[src/rtl/poll_frame_scheduler.sv]
// poll_frame_scheduler: round-robin poller of NCH half-duplex links over one shared transaction slot,
// with response timeout and per-channel health status (error counts, miss tracking, no-response flag).
module poll_frame_scheduler #(
  parameter int NCH        = 4,
  parameter int CW         = 2,
  parameter int TO_CYC     = 100000,
  parameter int MISS_LIMIT = 3,
  parameter int GAP_CYC    = 16
) (
  input  logic             clk,
  input  logic             reset,
  input  logic [NCH-1:0]   chan_en,
  input  logic [NCH-1:0]   tx_busy,
  input  logic [NCH-1:0]   rx_frame_done,
  input  logic [NCH-1:0]   check_sum_error,
  input  logic             clr_status,
  output logic [NCH-1:0]   tx_start,
  output logic [CW-1:0]    chan_sel,
  output logic             active,
  output logic [NCH-1:0]   com_no_response,
  output logic [NCH*8-1:0] err_cnt,
  output logic             timeout_pulse
);
  localparam int TW = $clog2(TO_CYC + GAP_CYC + 1);
  typedef enum logic [2:0] {IDLE, START, TX, RESP, GAP} state_t;
  state_t         state, nxt;
  logic [TW-1:0]  timer;
  logic [CW-1:0]  rr_ptr, pick;
  logic           found, seen_busy, busy_sel, win, ev_ok, ev_err, expire;
  logic [3:0]     miss_cnt [NCH];
  logic [3:0]     miss_nxt;
  logic [7:0]     err_q [NCH];
  // Scanning from the highest offset down leaves the nearest enabled channel after rr_ptr in pick.
  always_comb begin
    int j;
    found = 1'b0;
    pick  = rr_ptr;
    for (int i = NCH - 1; i >= 0; i--) begin
      j = int'(rr_ptr) + i;
      if (j >= NCH) j = j - NCH;
      if (chan_en[j]) begin
        found = 1'b1;
        pick  = CW'(j);
      end
    end
  end
  assign win      = (state == TX) || (state == RESP);
  assign busy_sel = tx_busy[chan_sel];
  assign ev_err   = win && check_sum_error[chan_sel];
  assign ev_ok    = win && rx_frame_done[chan_sel] && !check_sum_error[chan_sel];
  assign active   = (state == START) || win;
  assign expire   = active && (timer == TW'(TO_CYC - 1)) && !ev_err && !ev_ok;
  assign tx_start = (state == START) ? (NCH'(1) << chan_sel) : '0;
  assign miss_nxt = (miss_cnt[chan_sel] == 4'(MISS_LIMIT)) ? miss_cnt[chan_sel] : miss_cnt[chan_sel] + 4'd1;
  always_comb begin
    nxt = state;
    case (state)
      IDLE:    nxt = found ? START : IDLE;
      START:   nxt = expire ? GAP : TX;
      TX:      nxt = (ev_ok || ev_err || expire) ? GAP : (seen_busy && !busy_sel) ? RESP : TX;
      RESP:    nxt = (ev_ok || ev_err || expire) ? GAP : RESP;
      GAP:     nxt = (timer == TW'(GAP_CYC - 1)) ? IDLE : GAP;
      default: nxt = IDLE;
    endcase
  end
  always_ff @(posedge clk or posedge reset) begin
    if (reset) begin
      state           <= IDLE;
      timer           <= '0;
      rr_ptr          <= '0;
      chan_sel        <= '0;
      seen_busy       <= 1'b0;
      timeout_pulse   <= 1'b0;
      com_no_response <= '0;
      for (int i = 0; i < NCH; i++) begin
        miss_cnt[i] <= '0;
        err_q[i]    <= '0;
      end
    end else begin
      state         <= nxt;
      timer         <= (state == IDLE || (nxt == GAP && state != GAP)) ? '0 : timer + TW'(1);
      seen_busy     <= (state == START) ? 1'b0 : seen_busy | ((state == TX) && busy_sel);
      timeout_pulse <= expire;
      if (state == IDLE && found) chan_sel <= pick;
      if (state == GAP && nxt == IDLE) rr_ptr <= (chan_sel == CW'(NCH - 1)) ? '0 : chan_sel + 1'b1;
      if (clr_status) begin
        com_no_response <= '0;
        for (int i = 0; i < NCH; i++) begin
          miss_cnt[i] <= '0;
          err_q[i]    <= '0;
        end
      end else if (ev_ok) begin
        miss_cnt[chan_sel]        <= '0;
        com_no_response[chan_sel] <= 1'b0;
      end else if (ev_err || expire) begin
        miss_cnt[chan_sel] <= miss_nxt;
        if (miss_nxt == 4'(MISS_LIMIT)) com_no_response[chan_sel] <= 1'b1;
        if (ev_err && err_q[chan_sel] != 8'hff) err_q[chan_sel] <= err_q[chan_sel] + 8'd1;
      end
    end
  end
  for (genvar g = 0; g < NCH; g++) begin : g_err
    assign err_cnt[8*g +: 8] = err_q[g];
  end
endmodule
[config.mk]
export PLATFORM = sky130hd
export DESIGN_NAME = poll_frame_scheduler
export DESIGN_NICKNAME = d
export VERILOG_FILES = /design/src/rtl/poll_frame_scheduler.sv
export SDC_FILE = /design/constraint.sdc
export NUM_CORES = 1
export LEC_CHECK = 0
export ABC_AREA = 1
export BUFFER_PORTS_ARGS = -buffer_cell sky130_fd_sc_hd__buf_4
export CELL_PAD_IN_SITES_DETAIL_PLACEMENT = 1
export CELL_PAD_IN_SITES_GLOBAL_PLACEMENT = 1
export CORE_ASPECT_RATIO = 0.75
export CORE_UTILIZATION = 35
export CTS_CLUSTER_DIAMETER = 100
export DETAILED_ROUTE_END_ITERATION = 10
export GPL_TIMING_DRIVEN = 0
export PLACE_DENSITY_LB_ADDON = 0.1
export SYNTH_ARGS = -nofsm -noshare
export SYNTH_HDL_FRONTEND = slang
export SYNTH_SLANG_ARGS = --single-unit
[constraint.sdc]
create_clock -name clk -period 4.35 [get_ports clk]
set_input_delay 0.435 -clock clk [delete_from_list [all_inputs] [get_ports clk]]
set_output_delay 0.435 -clock clk [all_outputs]
set_load 0.02 [all_outputs]
After elaboration in Yosys (flattened, before gate mapping)

Index checks and enable logic that the tools add are counted.

Output and inout bits: 44
Input bits: 19
Bits in registers: 78
Logic and storage cells: 158

Bitwise gates (word level): 7
Shift-type cells: 1
Add/sub/neg operators: 11
Equal/unequal tests: 13
Muxes and demuxes: 67
Reductions and logical operators: 32
Order comparisons: 12

Operator list:

| kind                                                      | count |
|---|---|
| two-way mux 32 bit                                        | 8 |
| < comparator 32 x 4 -> 1 bit (second input constant)      | 4 |
| two-way mux 16 bit                                        | 3 |
| two-way mux 4 bit                                         | 9 |
| bitwise mux 32 bit                                        | 1 |
| two-way mux 8 bit                                         | 3 |
| two-way mux 1 bit                                         | 19 |
| adder 17 x 1 -> 17 bit (second input constant)            | 1 |
| equality test 17 bit (second input constant)              | 1 |
| equality test 17 x 4 -> 1 bit (second input constant)     | 1 |
| two-way mux 17 bit                                        | 1 |
| bitwise AND 16 bit                                        | 1 |
| binary-select mux 8 bit (select 2 bit)                    | 1 |
| bitwise mux 16 bit                                        | 1 |
| demux 8 bit (select 2 bit)                                | 1 |
| inverter 16 bit                                           | 1 |
| case mux 3 bit (5 select lines)                           | 1 |
| binary-select mux 1 bit (select 2 bit)                    | 7 |
| logical AND 1 bit                                         | 14 |
| greater-or-equal comparator 3 bit (second input constant) | 4 |
| two-way mux 3 bit                                         | 4 |
| subtractor 3 x 3 -> 4 bit (second input constant)         | 3 |
| two-way mux 2 bit                                         | 5 |
| adder 8 x 1 -> 8 bit (second input constant)              | 1 |
| 33 further kinds                                          | 48 |

Logic depth before layout (Yosys ltp)

Gate-level depths: netlist (run 1).

Depth in word-level cells: 16
Mapped depth: 17
Gate-level depth less buffers: 15

Least setup slack after synthesis (run 1)

Ideal clock, no wire load.

Kind: register to register
Start: register chan_sel[1]
End: register err_q, in the netlist err_cnt[2]
Setup slack: 2.169 ns
Setup time: 0.077 ns
Buffers on the path: 4
Cell stages (with the launch flop): 15
Data required time: 4.273 ns
Clock period less this slack: 2.181 ns
Arrival time: 2.105 ns
Path through: dfrtp_1 buf_6 inv_2 buf_6 a21oi_1 o21ai_1 and2_1 buf_2 ha_1 nand4_4 nand2_4 inv_4 buf_6 nand2_4 o21ai_1

Longest elaborated chain between the ends: 10
Elaborated cells between the ends (all ways): 34
Classes of those cells: add/sub (1); order compare (2); eq/ne (2); mux (14); bitwise (1); reduce/logical (14)

Ends and longest elaborated chain:

| item                                                                                | line | text |
|---|---|---|
| from (decl)                                                                         | 18   | `output logic [CW-1:0] chan_sel,` |
| from (signal assigned)                                                              | 84   | `if (state == IDLE && found) chan_sel <= pick;` |
| inverter 2 -> 3 bit (implied by the code)                                           | 98   | `if (ev_err && err_q[chan_sel] != 8'hff) err_q[chan_sel] <= err_q[chan_sel] + 8'd1;` |
| binary-select mux 8 bit (select 2 bit), or another cell as far along                | 98   |  |
| two-way mux 8 bit (implied by the code) / logical AND 1 bit (equally long branches) | 98   |  |
| two-way mux 8 bit (implied by the code)                                             | 98   |  |
| adder 8 x 1 -> 8 bit / demux 8 bit (select 2 bit) (equally long branches)           | 98   |  |
| bitwise mux 32 bit                                                                  | 98   |  |
| two-way mux 32 bit                                                                  | 98   |  |
| two-way mux 32 bit                                                                  | 95   | `end else if (ev_err \|\| expire) begin` |
| two-way mux 32 bit                                                                  | 92   | `end else if (ev_ok) begin` |
| two-way mux 32 bit                                                                  | 86   | `if (clr_status) begin` |
| to (signal, indexed assignment)                                                     | 77   | `err_q[i] <= '0;` |
| to (signal, indexed assignment)                                                     | 90   | `err_q[i] <= '0;` |
| to (decl)                                                                           | 32   | `logic [7:0] err_q [NCH];` |

Parallel ways exist; a longest one is shown, timed or not. The select of a mux whose other input is x is not followed.
A chain may end at the register's enable or synchronous reset.

Final worst setup path (run 1)

Start: register chan_sel[1]
End: register miss_cnt[13] in the netlist's numbering

Longest elaborated chain between the ends: 10
Elaborated cells between the ends (all ways): 32
Classes of those cells: add/sub (1); order compare (2); eq/ne (1); mux (14); bitwise (3); reduce/logical (11)

Ends and longest elaborated chain:

| item                                                                        | line       | text |
|---|---|---|
| inverter 2 -> 3 bit (implied by the code)                                   | 54, 93, 96 |  |
| binary-select mux 4 bit (select 2 bit)                                      | 54         | `assign miss_nxt = (miss_cnt[chan_sel] == 4'(MISS_LIMIT)) ? miss_cnt[chan_sel] : miss_cnt[chan_sel] + 4'd1;` |
| two-way mux 4 bit (implied by the code) (2 in series)                       | 54         |  |
| adder 4 x 1 -> 4 bit / equality test 4 x 2 -> 1 bit (equally long branches) | 54         |  |
| two-way mux 4 bit                                                           | 54         |  |
| bitwise mux 16 bit                                                          | 96         | `miss_cnt[chan_sel] <= miss_nxt;` |
| two-way mux 16 bit                                                          | 95         |  |
| two-way mux 16 bit                                                          | 92         |  |
| two-way mux 16 bit                                                          | 86         |  |
| to (signal, indexed assignment)                                             | 96         |  |
| to (decl)                                                                   | 30         | `logic [3:0] miss_cnt [NCH];` |

Parallel ways exist; a longest one is shown, timed or not. The select of a mux whose other input is x is not followed.

==> metrics.md, run 1 <==
| Metric | Value |
|---|---|
| Worst path required time | 4.61 ns |
| Tot GR Track Use | between 20% and 30% |
| Row cnt | 36 |
| Arrival time worst endpoint | 3.10 ns |
| Syn_area_per_cell | 7.40 µm² |
| Hold_buf cts | 0 |
| Clk buf depth | 2 |
| Largest cells by area after synthesis | dfrtp_1 (40%), nand2_1 (16%), nand3_1 (6.9%) |
| Psw | 0.00184 W |
| Pins Over Slew Limit | 0 |
| Synth Net Count | ~680 |
| Postcts setup bufs | 0 |
| Share of cells above drive strength 1 | 19.6% |
| DR DRC count | 0 |
| Max_slew headroom | 44.7% |
| Flops & latches, synth | 78 |
| Area of the multi-input gates | 2460 µm² |
| Final ANT Viol Nets | 0 |
| Initial antenna violation count | 0 |
| Worst hold path type | in2async |
| Clk_lat worst skew | 0.34 ns |
| Width of the chip | 138 µm |
| GRT Residual Overflow | 0 |
| Static Leak | around 2.9 nW |
| Power Density | 651 nW/µm² |
| Final hold vios | 0 |
| Maxcap violations | 0 |
| CP Class | reg2reg |
| Largest area contributor in the netlist | dfrtp_1 |
| Fin util | 44.2% |
| Share of power burned in registers | about a quarter |
| Cell Int Power | ~0.0020 W |
| Post-DP Area | 5560 µm² |
| Post-synth EDFFs | 0 |
| Largest net degree at the start of global routing | around 40 |
| Initial Util | 36.6% |
| Register area share after synthesis | 40.1% |
| Setup tns final | 0 ns |
| Fraction of power consumed by combinational cells | 53.0% |
| Register area | 1950 µm² |
| Ys Warns | 0 |
| Worst-path clk slew | 0.06 ns |
| Startpoint class of the critical path | flip-flop |
| Setup Viol. Count Final | 0 |
| CTS buffer count | 9 |
| Status | complete, no violations |
| Nets | about 760 |
| Router iterations before antenna repair | 4 |
| Share of the synthesized area in the top cell type | approximately two fifths |
| Synth Cell Area | 4870 µm² |
| Slew of the pin with the lowest slew margin | approximately 0.83 ns |
| Vias | 4626 |
| Critical path capture point type | flip-flop |
| Resized cells post-CTS | 0 |
| Clock share of power | 21.4% |
| Fraction of registers with async set/reset | 100% |
| Antenna fix cells | 0 |
| Synth Flop Type | dfrtp_1 |
| First-pass GRT wire length | 25900 µm |
| Num ports | 63 |
| Die area | roughly 14000 µm² |
| Most common cell in the synthesized netlist | nand2_1 |
| H-Tree Depth | 3 |
| Core Box Area | 13300 µm² |
| Vias in the first global route | 4730 |
| Period Utilization, post-route | 65.1% |
| Netlist cell types | 43 |
| Port Buf Inserts | 61 |
| Clk root buf | clkbuf_16 |
| Sw frac | roughly 48% |
| F_max | 353 MHz |
| Die height | 104 µm |
| Final instance area | 5880 µm² |
| Routability cong. | 0.864 |
| Area growth from synthesis to layout | 20.7% |
| Worst-path maximum fanout | 11 |
| Avg Vias per Cell | 5.10 |
| Cells after Synth | between 600 and 700 |
| CTS tree | yes |
| Fin crit period | 2.83 ns |
| DP HPWL | 12100 µm |
| Routed wire length | approximately 16000 µm |
| Filler Cell Count | 1665 |
| Clock Skews | about 0.0075 ns |
| DR iter-0 viols | 178 |
| Synth cell count leaders | nand2_1 (201), dfrtp_1 (78), inv_1 (72), nand3_1 (67), nor2_1 (56) |
| Clock sink count | 78 |
| VDD IR max | between 0.2 and 0.25 mV |
| Unrepaired setup endpoints after global routing | false |
| Wire per inst | 17.4 µm |
[cell type report]
class / instances / area share [%]
Multi-Input combinational cell: 484 / 41.8
Sequential cell: 78 / 33.2
Timing Repair Buffer: 62 / 8.13
Inverter: 78 / 5.09
Clock buffer: 10 / 3.90
Tap cell: 171 / 3.64
Buffer: 18 / 2.75
Clock inverter: 6 / 1.47
[power by group through the flow]
stage | clock network (W) | logic (W) | registers [W]
after detailed placement | 0 | 0.00203 | 0.000991
after global placement | 0 | 0.00196 | 0.000986
after global routing | 0.000853 | 0.00225 | 0.000998
final | 0.000819 | 0.00203 | 0.000979
after CTS | 0.000833 | 0.00204 | 0.000980
after floorplan | 0 | 0.00137 | 0.00101
[per-layer routing]
layer,vias up,track usage [%],routed length (µm)
li1,2267,-,-
met1,2263,32.9,7850
met2,75,36.6,7130
met3,21,3.31,570
met4,0,6.18,215
met5,-,0,0
[flip-flops by register name, summed over array words and instances (netlist names), 2 cells and up]
register and cells:
timer 17, chan_sel 2, com_no_response 4, miss_cnt 16, rr_ptr 2, state 3, err_cnt 32
[worst paths after layout]
path                             start            to  slack (ns)  depth (start not counted)
max                        chan_sel[1]  miss_cnt[13]        1.52                         11
max reg2reg                chan_sel[1]  miss_cnt[13]        1.52                         11
min reg2reg                   timer[0]      timer[0]        0.46                          1
min in group clk              timer[0]      timer[0]        0.46                          1
max in group asynchronous        reset   miss_cnt[5]        3.59                          3
min                              reset    err_cnt[2]        0.14                          2
[stage by stage]
step	setup WS (ns)	hold WS, ns	total power [W]	std cells
6_report	1.52	0.143	0.00383	907
3_5_place_dp	1.52	0.464	0.00302	891
4_1_cts	1.46	0.159	0.00386	907
5_1_grt	1.30	0.174	0.00411	907
2_1_floorplan	1.92	0.432	0.00238	658
3_3_place_gp	0.760	0.447	0.00295	890
[layout by cell type, fill, tap and decap left out, types with 5 or more instances in the layout]
cell type	synthesis	routed
nor2_1	56	56
nand2_1	201	201
xor2_1	7	7
o21ai_1	28	28
buf_4	4	65
o22ai_1	7	7
nor3b_1	6	6
clkbuf_16	0	9
inv_1	72	71
dfrtp_1	78	78
nor2_2	5	5
nand3_1	67	67
nor3_1	11	11
o21ai_2	7	7
o21ai_0	19	19
nand2_2	13	13
ha_1	7	7
nand2_4	9	9
a21oi_1	6	6
buf_6	8	8
nand4_1	12	12
[cell families (layout without fill, tap and decap cells)]
logic type               after synthesis  in the layout  synth area share (%)
AO/OA/AOI/OAI                         74             74                  8.97
XOR/XNOR                               8              8                  1.44
adder cells (fa/ha/maj)                7              7                  1.80
buffers and inverters                 96            174                  9.41
flip-flops                            78             78                  40.1
AND/OR/NAND/NOR                      395            395                  38.3
[worst max-delay path, cell delays in order (launching register included)]
cell and delay [ns]:
dfrtp_1 0.46, buf_6 0.19, inv_2 0.06, buf_6 0.16, buf_6 0.18, ha_1 0.32
inv_1 0.14, nor2_1 0.62, nand2_1 0.27, inv_1 0.15, nand2_1 0.06, o21ai_1 0.13
No activity file was read; power rests on OpenSTA's default activity.
==> run 2, diff against run 1 <==
- clock period: 4.35 -> 2.75 ns (I/O delays scaled with it)
==> metrics.md, run 2 (synthesized netlist as in run 1, its figures left out) <==
| Metric | Value |
|---|---|
| Critical path capture point type | flip-flop (unchanged) |
| Critical path startpoint | chan_sel[1] (unchanged) |
| Die height | 104 µm (unchanged) |
| Reg2reg end | miss_cnt[9] (was miss_cnt[13]) |
| Static Leak | 2.92 nW (about the same) |
| Period Utilization, post-route | 94.4% (was 65.1%) |
| Clock sink count | 78 (unchanged) |
| Most common cell after layout, fill and taps aside | nand2_1 (unchanged) |
| Row cnt | 36 (unchanged) |
| DR iter-0 viols | 195 (was 178) |
| Wire per inst | 17.3 µm (was 17.4 µm) |
| Num ports | 63 (unchanged) |
| CTS buffer count | 9 (unchanged) |
| Arrival time worst endpoint | 2.86 ns (was 3.10 ns) |
| Width of the chip | 138 µm (unchanged) |
| CTS tree | yes (unchanged) |
| Worst hold path type | in2reg (was in2async) |
| DP Worst Slack | -0.0848 ns (was 1.52 ns) |
| Initial antenna violation count | 0 (unchanged) |
| Clk_lat worst skew | 0.35 ns (was 0.34 ns) |
| Final cell count without fillers | 908 (was 907) |
| Max_slew headroom | 47.9% (was 44.7%) |
| Final hold vios | 0 (unchanged) |
| Worst path required time | 3.02 ns (was 4.61 ns) |
| Slew of the pin with the lowest slew margin | 0.779 ns (was 0.826 ns) |
| Nets | 758 (was 757) |
| DP Cell Count | 891 (unchanged) |
| Router iterations before antenna repair | 5 (was 4) |
| F_max | 385 MHz (was 353 MHz) |
| Die area | 14400 µm² (unchanged) |
| Clock Skews | 0.00873 ns (was 0.00753 ns) |
| R2R cell count | 11 (unchanged) |
| Postcts setup bufs | 0 (unchanged) |
| Share of cells above drive strength 1 | 19.9% (was 19.6%) |
| R2R Setup Slk | 0.15 ns (was 1.52 ns) |
| Antenna fix cells | 0 (unchanged) |
| Setup Viol. Count Final | 0 (unchanged) |
| Setup ws final | 0.154 ns (was 1.52 ns) |
| Routability cong. | 0.864 (unchanged) |
| Area growth from synthesis to layout | 21.4% (was 20.7%) |
| H-Tree Depth | 3 (unchanged) |
| R2r startpoint | chan_sel[1] (unchanged) |
| Final ANT Viol Nets | 0 (unchanged) |
| Commonest cells after routing, fill and taps aside | nand2_1 (201), dfrtp_1 (77), inv_1 (71) (was nand2_1 (201), dfrtp_1 (78), inv_1 (71)) |
| Avg Vias per Cell | 5.12 (was 5.10) |
| Status | complete, no violations (unchanged) |
| Tot GR Track Use | 23.1% (unchanged) |
| Pins Over Slew Limit | 0 (unchanged) |
| Vias in the first global route | 4736 (was 4730) |
| VDD IR max | 0.363 mV (was 0.229 mV) |
| Filler Cell Count | 1664 (was 1665) |
| Vias | 4650 (was 4626) |
| Startpoint class of the critical path | flip-flop (unchanged) |
| DR DRC count | 0 (unchanged) |
| Worst-path clk slew | 0.06 ns (about the same) |
| DP HPWL | 12100 µm (unchanged) |
| Core Box Area | 13300 µm² (unchanged) |
| Power Density | 1030 nW/µm² (was 651 nW/µm²) |
| Largest register FFs | 32 (unchanged) |
| Port Buf Inserts | 61 (unchanged) |
| Routed wire length | 15800 µm (about the same) |
| Worst-path maximum fanout | 11 (unchanged) |
| Initial Util | 36.6% (unchanged) |
| Clk buf depth | 2 (unchanged) |
| GRT Residual Overflow | 0 (unchanged) |
| Critical path endpoint | miss_cnt[9] (was miss_cnt[13]) |
| Fin crit period | 2.60 ns (was 2.83 ns) |
| CP Class | reg2reg (unchanged) |
| Clk root buf | clkbuf_16 (unchanged) |
| Maxcap violations | 0 (unchanged) |
| Largest net degree at the start of global routing | 41 (unchanged) |
| First-pass GRT wire length | 25900 µm (about the same) |
-- run 2: cell count changes in the layout (fill, tap and decap cells not counted) --
cell,before,now
o21ai_1,28,29
o21ai_4,0,1
dlygate4sd3_1,0,1
nor2_1,56,54
nor3_2,2,1
o21ai_2,7,6
dfrtp_1,78,77
dfrtp_2,0,1
nor2_2,5,7
o21ai_0,19,18
nor3_4,0,1
-- run 2: report_power, final --
| group | leakage, nW | internal [W] | switching, W |
|---|---|---|---|
| Sequential | 1.07 | 0.00136 | 0.000194 |
| Clock | 0.152 | 0.000794 | 0.000498 |
| Combinational | 1.70 | 0.00101 | 0.00222 |
| Total | 2.92 | 0.00316 | 0.00291 |
-- run 2: repair_timing --
item,4_1_cts,5_1_grt
gates resized for setup,2,4
hold endpoints to repair,1,0
endpoints found under the setup margin,10,10
hold buffers,1,0
cloned,0,0
-- run 2: worst min path at each step --
stage	from	endpoint	cells past startpoint
floorplan	timer[0]	timer[0]	1
global placement	timer[0]	timer[0]	1
detailed placement	reset	err_cnt[2]	2
global route	tx_busy[0]	seen_busy	5
CTS	tx_busy[0]	seen_busy	5
finish	tx_busy[0]	seen_busy	5
-- run 2: metrics by stage --
step	setup TNS, ns	total power, W	hold slack, ns	util (%)	area, µm²
after floorplan	0	0.00377	0.432	-	4870
after global placement	-52.65	0.00467	0.447	41.7	5540
after detailed placement	-0.433	0.00478	0.370	41.9	5560
after CTS	0	0.00611	0.387	44.3	5890
after global routing	-0.0213	0.00652	0.428	44.5	5910
final	0	0.00607	0.388	44.5	5910
-- run 2: layout make-up --
type                       count  area, µm²  share of cell area [%]
multi-input combinational    484       2480                    41.9
tap                          171        214                    3.62
buffer                        18        161                    2.73
clock inverter                 6       86.3                    1.46
inverter                      78        299                    5.06
timing repair buffer          63        488                    8.26
sequential                    78       1950                    33.1
clock buffer                  10        229                    3.88
-- run 2: critical path, cell delays in order, from the launching register on --
cell	delay, ns
dfrtp_1	0.46
buf_6	0.19
inv_2	0.06
buf_6	0.16
buf_6	0.18
ha_1	0.31
inv_1	0.15
nor2_2	0.45
nand2_1	0.22
inv_1	0.14
nand2_1	0.07
o21ai_1	0.12
-- run 2: routing by layer --
layer	GRT usage, %	up-vias	wire [µm]
met5	0	-	0
met4	6.18	0	185
met3	3.31	16	437
met2	36.6	72	7200
met1	32.9	2293	7930
li1	-	2269	-
